**src/rtl/instruction_loader.sv**
```systemverilog
// Purpose: packs a byte stream (low byte, then high byte) into DATA_WIDTH-bit words and
//          writes them to sequential addresses 0..NUM_WORDS-1 of one BRAM write port.
// Latency: wea is asserted the cycle after the high byte is accepted; 3 cycles/word at best.
// Backpressure: s_ready is low during the write cycle and whenever no load is in progress.
//
// Ports:
//   clk, reset                - rising-edge clock, asynchronous active-high reset
//   start                     - one-cycle pulse, begins a load at address 0 (ignored while busy)
//   s_data/s_valid/s_ready    - byte stream, valid/ready handshake
//   wea/addr/din              - registered BRAM write port
//   busy/done/word_count      - load status (done is sticky until the next accepted start)
//   format_err                - sticky; a high byte carried nonzero unused bits
//   chk_err                   - sticky checksum mismatch; tied low unless LOADER_CHECKSUM_EN
//
// Build option: define LOADER_CHECKSUM_EN to append one XOR checksum byte after the last word.

module instruction_loader #(
    parameter int DATA_WIDTH = 11,
    parameter int ADDR_WIDTH = 17,
    parameter int NUM_WORDS  = 66583
) (
    input  logic                  clk,
    input  logic                  reset,
    input  logic                  start,
    input  logic [7:0]            s_data,
    input  logic                  s_valid,
    output logic                  s_ready,
    output logic                  wea,
    output logic [ADDR_WIDTH-1:0] addr,
    output logic [DATA_WIDTH-1:0] din,
    output logic                  busy,
    output logic                  done,
    output logic [ADDR_WIDTH:0]   word_count,
    output logic                  format_err,
    output logic                  chk_err
);

    typedef enum logic [2:0] {
        S_IDLE,
        S_LO,
        S_HI,
        S_WR,
        S_CHK,
        S_DONE
    } state_t;

    localparam logic [ADDR_WIDTH-1:0] LAST_IDX  = ADDR_WIDTH'(NUM_WORDS - 1);
    localparam logic [ADDR_WIDTH:0]   WORD_SAT  = (ADDR_WIDTH + 1)'(NUM_WORDS);

    state_t                state;
    logic [ADDR_WIDTH-1:0] idx;
    logic [7:0]            lo_byte;
    logic                  accept;

    assign accept = s_valid && s_ready;

`ifdef LOADER_CHECKSUM_EN
    logic [7:0] csum;
`else
    assign chk_err = 1'b0;
`endif

    // All outputs are registered; each transition sets the flags for the state it enters.
    always_ff @(posedge clk or posedge reset) begin
        if (reset) begin
            state      <= S_IDLE;
            idx        <= '0;
            lo_byte    <= '0;
            s_ready    <= 1'b0;
            wea        <= 1'b0;
            addr       <= '0;
            din        <= '0;
            busy       <= 1'b0;
            done       <= 1'b0;
            word_count <= '0;
            format_err <= 1'b0;
`ifdef LOADER_CHECKSUM_EN
            chk_err    <= 1'b0;
            csum       <= '0;
`endif
        end else begin
            wea <= 1'b0;
            case (state)
                S_IDLE, S_DONE: begin
                    if (start) begin
                        state      <= S_LO;
                        idx        <= '0;
                        s_ready    <= 1'b1;
                        busy       <= 1'b1;
                        done       <= 1'b0;
                        word_count <= '0;
                        format_err <= 1'b0;
`ifdef LOADER_CHECKSUM_EN
                        chk_err    <= 1'b0;
                        csum       <= '0;
`endif
                    end
                end

                S_LO: begin
                    if (accept) begin
                        lo_byte <= s_data;
                        state   <= S_HI;
`ifdef LOADER_CHECKSUM_EN
                        csum    <= csum ^ s_data;
`endif
                    end
                end

                S_HI: begin
                    if (accept) begin
                        addr    <= idx;
                        din     <= {s_data[DATA_WIDTH-9:0], lo_byte};
                        // Bits above the word width are dropped but flagged.
                        if ((s_data >> (DATA_WIDTH - 8)) != 8'd0) begin
                            format_err <= 1'b1;
                        end
                        wea     <= 1'b1;
                        s_ready <= 1'b0;
                        state   <= S_WR;
`ifdef LOADER_CHECKSUM_EN
                        csum    <= csum ^ s_data;
`endif
                    end
                end

                S_WR: begin
                    if (word_count != WORD_SAT) begin
                        word_count <= word_count + (ADDR_WIDTH + 1)'(1);
                    end
                    if (idx == LAST_IDX) begin
`ifdef LOADER_CHECKSUM_EN
                        state   <= S_CHK;
                        s_ready <= 1'b1;
`else
                        state   <= S_DONE;
                        busy    <= 1'b0;
                        done    <= 1'b1;
`endif
                    end else begin
                        // idx stays at the last address at the end of a load, so it never wraps.
                        idx     <= idx + ADDR_WIDTH'(1);
                        state   <= S_LO;
                        s_ready <= 1'b1;
                    end
                end

`ifdef LOADER_CHECKSUM_EN
                S_CHK: begin
                    if (accept) begin
                        chk_err <= (s_data != csum);
                        s_ready <= 1'b0;
                        busy    <= 1'b0;
                        done    <= 1'b1;
                        state   <= S_DONE;
                    end
                end
`endif

                default: begin
                    state   <= S_IDLE;
                    s_ready <= 1'b0;
                    busy    <= 1'b0;
                end
            endcase
        end
    end

endmodule

```
**config.mk**
```make
export PLATFORM = sky130hd
export DESIGN_NAME = instruction_loader
export DESIGN_NICKNAME = d
export VERILOG_FILES = /design/src/rtl/instruction_loader.sv
export SDC_FILE = /design/constraint.sdc
export NUM_CORES = 1
export LEC_CHECK = 0
export BUFFER_PORTS_ARGS = -buffer_cell sky130_fd_sc_hd__buf_2
export CAP_MARGIN = 10
export CORE_AREA = 2 2 69 120
export CTS_BUF_LIST = sky130_fd_sc_hd__clkbuf_8 sky130_fd_sc_hd__clkbuf_16
export DETAILED_ROUTE_END_ITERATION = 10
export DIE_AREA = 0 0 71 122
export HOLD_SLACK_MARGIN = 0.15
export PLACE_DENSITY = 0.72
export SYNTH_ARGS = -nofsm -noshare
export SYNTH_HDL_FRONTEND = slang
export SYNTH_SLANG_ARGS = --single-unit
```
**constraint.sdc**
```tcl
create_clock -name clk -period 2.5 [get_ports clk]
set_clock_uncertainty 0.05 [all_clocks]
set_input_delay 0.125 -clock clk [delete_from_list [all_inputs] [get_ports clk]]
set_output_delay 0.125 -clock clk [all_outputs]
set_load 0.1 [all_outputs]
```
==> out/results.txt, run 1 <==
outcome = finished, final reports clean
CP Launch Type = flop
CTS Sinks = 79
RSZ-0062 raised after global routing = false
Worst Reg-to-Reg Cells = 5
CTS tree = done
global placer's final weighted congestion = 0.8818
final setup fails = 0
Power Dens Cells = 1363 nW/um^2
CTS Hold Bufs = 10
CTS max path bufs = 2
VDD IR max = 0.8835 mV
synth unique cells = 50
core box area = 7801 sq um
Post-Syn Area per Cell = 10.62 sq um
syn nets = 377
worst r2r src = word_count[0]$_DFFE_PP0P_
CTS root buf = clkbuf_16
Final Hold Vio Count = 0
vias per cell = 5.831
Design Area, Final = 4637 sq um
global-route wire length before repair = 14,370 microns
most common cell after layout, fill and taps aside = dfrtp_1
Tot GR Track Use = 21.16%
largest net degree at the start of global routing = 31
clk slew on worst S/H paths = 60 ps
most frequent cells in the layout = 79 x dfrtp_1, 62 x buf_2, 37 x nand2_1
crit share post-route = 89.97%
CTS buffer count = 9
Final ANT Viol Nets = 0
DRC viols = 0
HPWL after DPL = 5967 microns
Final #Nets = 451
input/output buffers = 62
WHS Path Cells = 4
Synth top area share = 51.43%
Peak Freq = 0.4446 GHz
Congestion Overflow GR = 0
max-slew violations = 0
Worst Path Required = 2610 ps
Max stage delay on crit path = 800 ps
1st-pass router iterations = 4
Worst R2R End = word_count[12]$_DFFE_PP0P_
H-Tree Level Count = 3
Pleak = 2.151 nW
Starting Density = 49.27%
Least-Margin Pin Slew = 981.1 ps
Yosys top cell by area = dfrtp_1
Seq/Total Area, Yosys = 51.43%
Post-synth EDFFs = 0
Die X = 71 microns
Arr. time, crit path = 2360 ps
layout cell share with drive strength beyond 1 = 31.52%
worst-path cell chain = ha_1, and3_1, nand4_1, o21a_1, a31oi_1
flops & latches, synth = 79
WHS Endpoint = s_ready$_DFFE_PP0P_
placed inst area = 4244 sq um
violation count after the first detailed-route iteration = 146
Total Die Area = 8662 sq um
Die Span Y = 122 microns
ys flop type = dfrtp_1
total length of routed wires = 8636 microns
Rel. slew slack = 34.59%
antenna cells = 0
# IOs = 64
flop-to-flop setup slack = 250 ps
drt wl/cell = 16.26 microns
# resized after CTS = 0
# Max-Cap Violations = 0
site row count = 43
crit path time final = 2249 ps
vias = 3,096
postcts setup bufs = 0
CP Class = flop to flop
critical path endpoint category = flop
min-delay src = s_valid
FFs w/ async S/R, synth = 100.0%
Hold Crit Class = input pin to flop
Critical-path top delay cell = o21a_1
crit path max fanout = 18
initial antenna violation count = 0
Cells after Synth = 362
number of synthesis warnings = 0
synth top area cells = dfrtp_1 51%, mux2_2 11%, nand2_1 3.6%, o21ai_0 3.3%, a31oi_1 2.6%
vias in the first global route = 3,066
Synth Cell Area = 3844 sq um
Post-Route Setup TNS = 0 ps
worst-skew pair later-pin latency = 330 ps
overall power = 6.319 mW
Area Growth Syn to Fin = 20.64%
-- sequential cells by signal, indices dropped and copies added, names as in the netlist --
register,count
word_count,18
addr,17
idx,17
din,11
lo_byte,8
state,3
busy,1
done,1
format_err,1
s_ready,1
wea,1
-- per-layer routing --
| metal | wire length, microns | track usage (%) | share of wire [%] | up-vias |
|---|---|---|---|---|
| li1 | - | - | - | 1471 |
| met1 | 3490 | 23.82 | 40 | 1531 |
| met2 | 4639 | 37.44 | 54 | 84 |
| met3 | 379 | 5.376 | 4.4 | 10 |
| met4 | 127 | 9.080 | 1.5 | 0 |
| met5 | 0 | 0 | 0 | - |
-- worst max path at each step --
| stage | start | endpoint | slack [ps] | cells after the start |
|---|---|---|---|---|
| after CTS | word_count[0]$_DFFE_PP0P_ | word_count[12]$_DFFE_PP0P_ | 240 | 5 |
| after global routing | state[0]$_DFFE_PP0P_ | word_count[12]$_DFFE_PP0P_ | 80 | 5 |
| after floorplan | word_count[0]$_DFFE_PP0P_ | word_count[5]$_DFFE_PP0P_ | 140 | 7 |
| after global placement | state[0]$_DFFE_PP0P_ | word_count[15]$_DFFE_PP0P_ | 340 | 5 |
| final | word_count[0]$_DFFE_PP0P_ | word_count[12]$_DFFE_PP0P_ | 250 | 5 |
| after detailed placement | word_count[12]$_DFFE_PP0P_ | word_count[12]$_DFFE_PP0P_ | 250 | 4 |
-- critical path: cells and delay by family (launching register included) --
family / cells / cell delay [ps]
flops: 1 / 440
simple gates: 2 / 320
compound gates: 2 / 1000
fa+ha+maj: 1 / 260
-- kinds of logic (layout without fill, tap and decap cells) --
group | count (synthesis) | in the layout | share of synthesized area [%]
AOI/OAI and AO/OA | 88 | 88 | 15.76
xor gates and xnor gates | 2 | 2 | 0.4558
adders and majority gates | 3 | 3 | 0.9767
buffers and inverters | 31 | 110 | 3.841
DFF | 79 | 79 | 51.43
muxes | 38 | 38 | 11.39
other | 1 | 1 | 0.09756
and+or+nand+nor | 120 | 120 | 16.05
-- layout make-up --
type | instances | area, sq um
Timing Repair Buffer | 82 | 485.5
Multi-Input combinational cell | 252 | 1724
Fill cell | 659 | 3164
Sequential cell | 79 | 1977
Clock inverter | 6 | 53.80
Tap cell | 90 | 112.6
Clock buffer | 10 | 239.0
Inverter | 12 | 45.04
-- power by group --
group	internal (mW)	switching, mW
Combinational	0.670	2.44
Sequential	1.61	0.319
Clock	0.787	0.490
Total	3.07	3.25
-- through the flow --
| stage | worst slack (ps) | std cells | utilization (%) | hold slack, ps |
|---|---|---|---|---|
| global route | 83.14 | 531 | 59.44 | 238.9 |
| global placement | 340.2 | 505 | 54.40 | 203.4 |
| floorplan | 138.9 | 362 | - | 226.7 |
| CTS | 240.2 | 531 | 59.44 | 177.5 |
| detailed placement | 254.0 | 505 | 54.40 | 205.6 |
| finish | 250.9 | 531 | 59.44 | 181.2 |
-- cell usage after synthesis (all sizes together), types with 3 or more instances --
cell and count:
nand4 11, a31oi 19, dfrtp 79, o31ai 4, nor4b 3, and4 3
inv 12, nor4 3, mux2 36, a21oi 15, and3 8, nand3 11
o21a 4, o21ai 30, nand2 37, clkbuf 6, o22ai 3, ha 3
buf 13, or3 3, nor3 9, nor2 25
Power figures use the tool's default switching activity.
==> run 2: changes to the inputs <==
--- a/config.mk
+++ b/config.mk
@@ -8,7 +8,6 @@
 export BUFFER_PORTS_ARGS = -buffer_cell sky130_fd_sc_hd__buf_2
 export CAP_MARGIN = 10
 export CORE_AREA = 2 2 69 120
-export CTS_BUF_LIST = sky130_fd_sc_hd__clkbuf_8 sky130_fd_sc_hd__clkbuf_16
 export DETAILED_ROUTE_END_ITERATION = 10
 export DIE_AREA = 0 0 71 122
 export HOLD_SLACK_MARGIN = 0.15
==> run 2 against run 1 <==
Maximum frequency hardly changed. Routed wire length is 0.44% lower. Combinational power hardly changed. Worst setup slack worse by 2.2 ps. Global-route usage hardly changed. Clock-buffer cell count is 3 higher.
==> out/results.txt, run 2 (synthesis results as in run 1) <==
Starting Density = 49.27% (unchanged)
postcts setup bufs = 0 (unchanged)
WHS Endpoint = s_ready$_DFFE_PP0P_
WHS Path Cells = 4 (unchanged)
clk slew on worst S/H paths = 60 ps (about the same)
Arr. time, crit path = 2360 ps (about the same)
min-delay src = s_valid
critical path endpoint category = flop
crit share post-route = 90.05% (about the same)
vias = 3,094 (-0.065%)
Max stage delay on crit path = 800 ps (about the same)
fin util = 59.44% (unchanged)
CTS max path bufs = 2 (unchanged)
DRC viols = 0 (unchanged)
CTS buffer count = 9 (unchanged)
Buf/Inv on CP = 0 (unchanged)
max reg flops = 18 (unchanged)
site row count = 43 (unchanged)
delay-heaviest family, CP = compound AO/OA/AOI/OAI gates
most frequent cells in the layout = 79 x dfrtp_1, 62 x buf_2, 37 x nand2_1
largest net degree at the start of global routing = 31 (unchanged)
# Max-Cap Violations = 0 (unchanged)
Worst R2R End = word_count[12]$_DFFE_PP0P_
1st-pass router iterations = 4 (unchanged)
largest reg by FF count = word_count
Hold Crit Class = input pin to flop
crit path max fanout = 18 (unchanged)
CTS Sinks = 79 (unchanged)
H-Tree Level Count = 3 (unchanged)
Die Span Y = 122 microns (unchanged)
drt wl/cell = 16.19 microns (-0.44%)
RSZ-0062 raised after global routing = false
Peak Freq = 0.4442 GHz (about the same)
Worst Path Required = 2610 ps (about the same)
flop-to-flop setup slack = 250 ps (about the same)
CTS Hold Bufs = 10 (unchanged)
HPWL after DPL = 5967 microns (unchanged)
global placer's final weighted congestion = 0.8818 (unchanged)
Tot GR Track Use = 21.20% (+0.035 points)
initial antenna violation count = 0 (unchanged)
Area Growth Syn to Fin = 20.64% (unchanged)
CP Class = flop to flop
Power Dens Cells = 1365 nW/um^2 (+0.15%)
Rel. slew slack = 34.58% (about the same)
antenna cells = 0 (unchanged)
Worst Reg-to-Reg Cells = 5 (unchanged)
violation count after the first detailed-route iteration = 173 (+18%)
max-slew violations = 0 (unchanged)
# resized after CTS = 0 (unchanged)
total length of routed wires = 8598 microns (-0.44%)
Die X = 71 microns (unchanged)
global-route wire length before repair = 14,410 microns (+0.24%)
Design Area, Final = 4637 sq um (unchanged)
final setup fails = 0 (unchanged)
Congestion Overflow GR = 0 (unchanged)
Post-Route Setup TNS = 0 ps (unchanged)
vias in the first global route = 3,062 (-0.13%)
Least-Margin Pin Slew = 981.3 ps (+0.2103 ps)
input/output buffers = 62 (unchanged)
outcome = finished, final reports clean
worst-path cell chain = ha_1, and3_1, nand4_1, o21a_1, a31oi_1
Total Die Area = 8662 sq um (unchanged)
most common cell after layout, fill and taps aside = dfrtp_1
overall power = 6.328 mW (+0.15%)
worst-skew pair later-pin latency = 330 ps (about the same)
CP Launch Type = flop
Largest regs = word_count x18, addr x17, idx x17
placed inst area = 4244 sq um (unchanged)
CTS tree = done
Critical-path top delay cell = o21a_1
crit path time final = 2251 ps (+2.228 ps)
Final ANT Viol Nets = 0 (unchanged)
Pleak = 2.138 nW (-0.58%)
Final #Nets = 451 (unchanged)
worst r2r src = word_count[0]$_DFFE_PP0P_
CTS root buf = clkbuf_16
Final Hold Vio Count = 0 (unchanged)
# IOs = 64 (unchanged)
core box area = 7801 sq um (unchanged)
vias per cell = 5.827 (about the same)
layout cell share with drive strength beyond 1 = 31.52% (unchanged)
# fillers = 659 (unchanged)
VDD IR max = 0.8834 mV (about the same)
[run 2: stage by stage]
| step | cells | worst slack, ps | hold slack (ps) |
|---|---|---|---|
| floorplan | 362 | 138.9 | 226.7 |
| global placement | 505 | 340.2 | 203.4 |
| detailed placement | 505 | 254.0 | 205.6 |
| CTS | 531 | 240.2 | 177.7 |
| global route | 531 | 81.13 | 236.2 |
| finish | 531 | 248.6 | 180.9 |
[run 2: worst max-delay path by stage]
stage	start	to	slack (ps)	depth (start not counted)
floorplan	word_count[0]$_DFFE_PP0P_	word_count[5]$_DFFE_PP0P_	140	7
global placement	state[0]$_DFFE_PP0P_	word_count[15]$_DFFE_PP0P_	340	5
detailed placement	word_count[12]$_DFFE_PP0P_	word_count[12]$_DFFE_PP0P_	250	4
CTS	word_count[0]$_DFFE_PP0P_	word_count[12]$_DFFE_PP0P_	240	5
global route	state[0]$_DFFE_PP0P_	word_count[12]$_DFFE_PP0P_	80	5
finish	word_count[0]$_DFFE_PP0P_	word_count[12]$_DFFE_PP0P_	250	5
[run 2: cell type report]
cell class / instances / area (sq um) / share of cell area, %
well taps: 90 / 112.6 / 2.428
repair buffers: 82 / 485.5 / 10.47
inverters: 12 / 45.04 / 0.9714
flip-flops and latches: 79 / 1977 / 42.63
clock inverters: 3 / 42.54 / 0.9174
clock buffers: 13 / 250.2 / 5.397
multi-input cells: 252 / 1724 / 37.18
[run 2: metal layers]
metal,part of all wire (%),vias up,wire length (microns),GRT usage (%)
met2,54,90,4670,37.32
li1,-,1472,-,-
met3,4.9,6,420,5.376
met4,1.1,0,95,9.080
met1,40,1526,3412,24.03
met5,0,-,0,0
[run 2: report_power, final]
group	leakage [nW]	switching, mW	internal, mW
clock network	0.140	0.490	0.800
registers	1.05	0.317	1.61
logic	0.953	2.44	0.670
total	2.14	3.25	3.08
[run 2: tightest hold or removal path, stage by stage]
cell and delay [ps]:
buf_2 80, nand2_1 140, nor2_1 130, a211oi_1 50
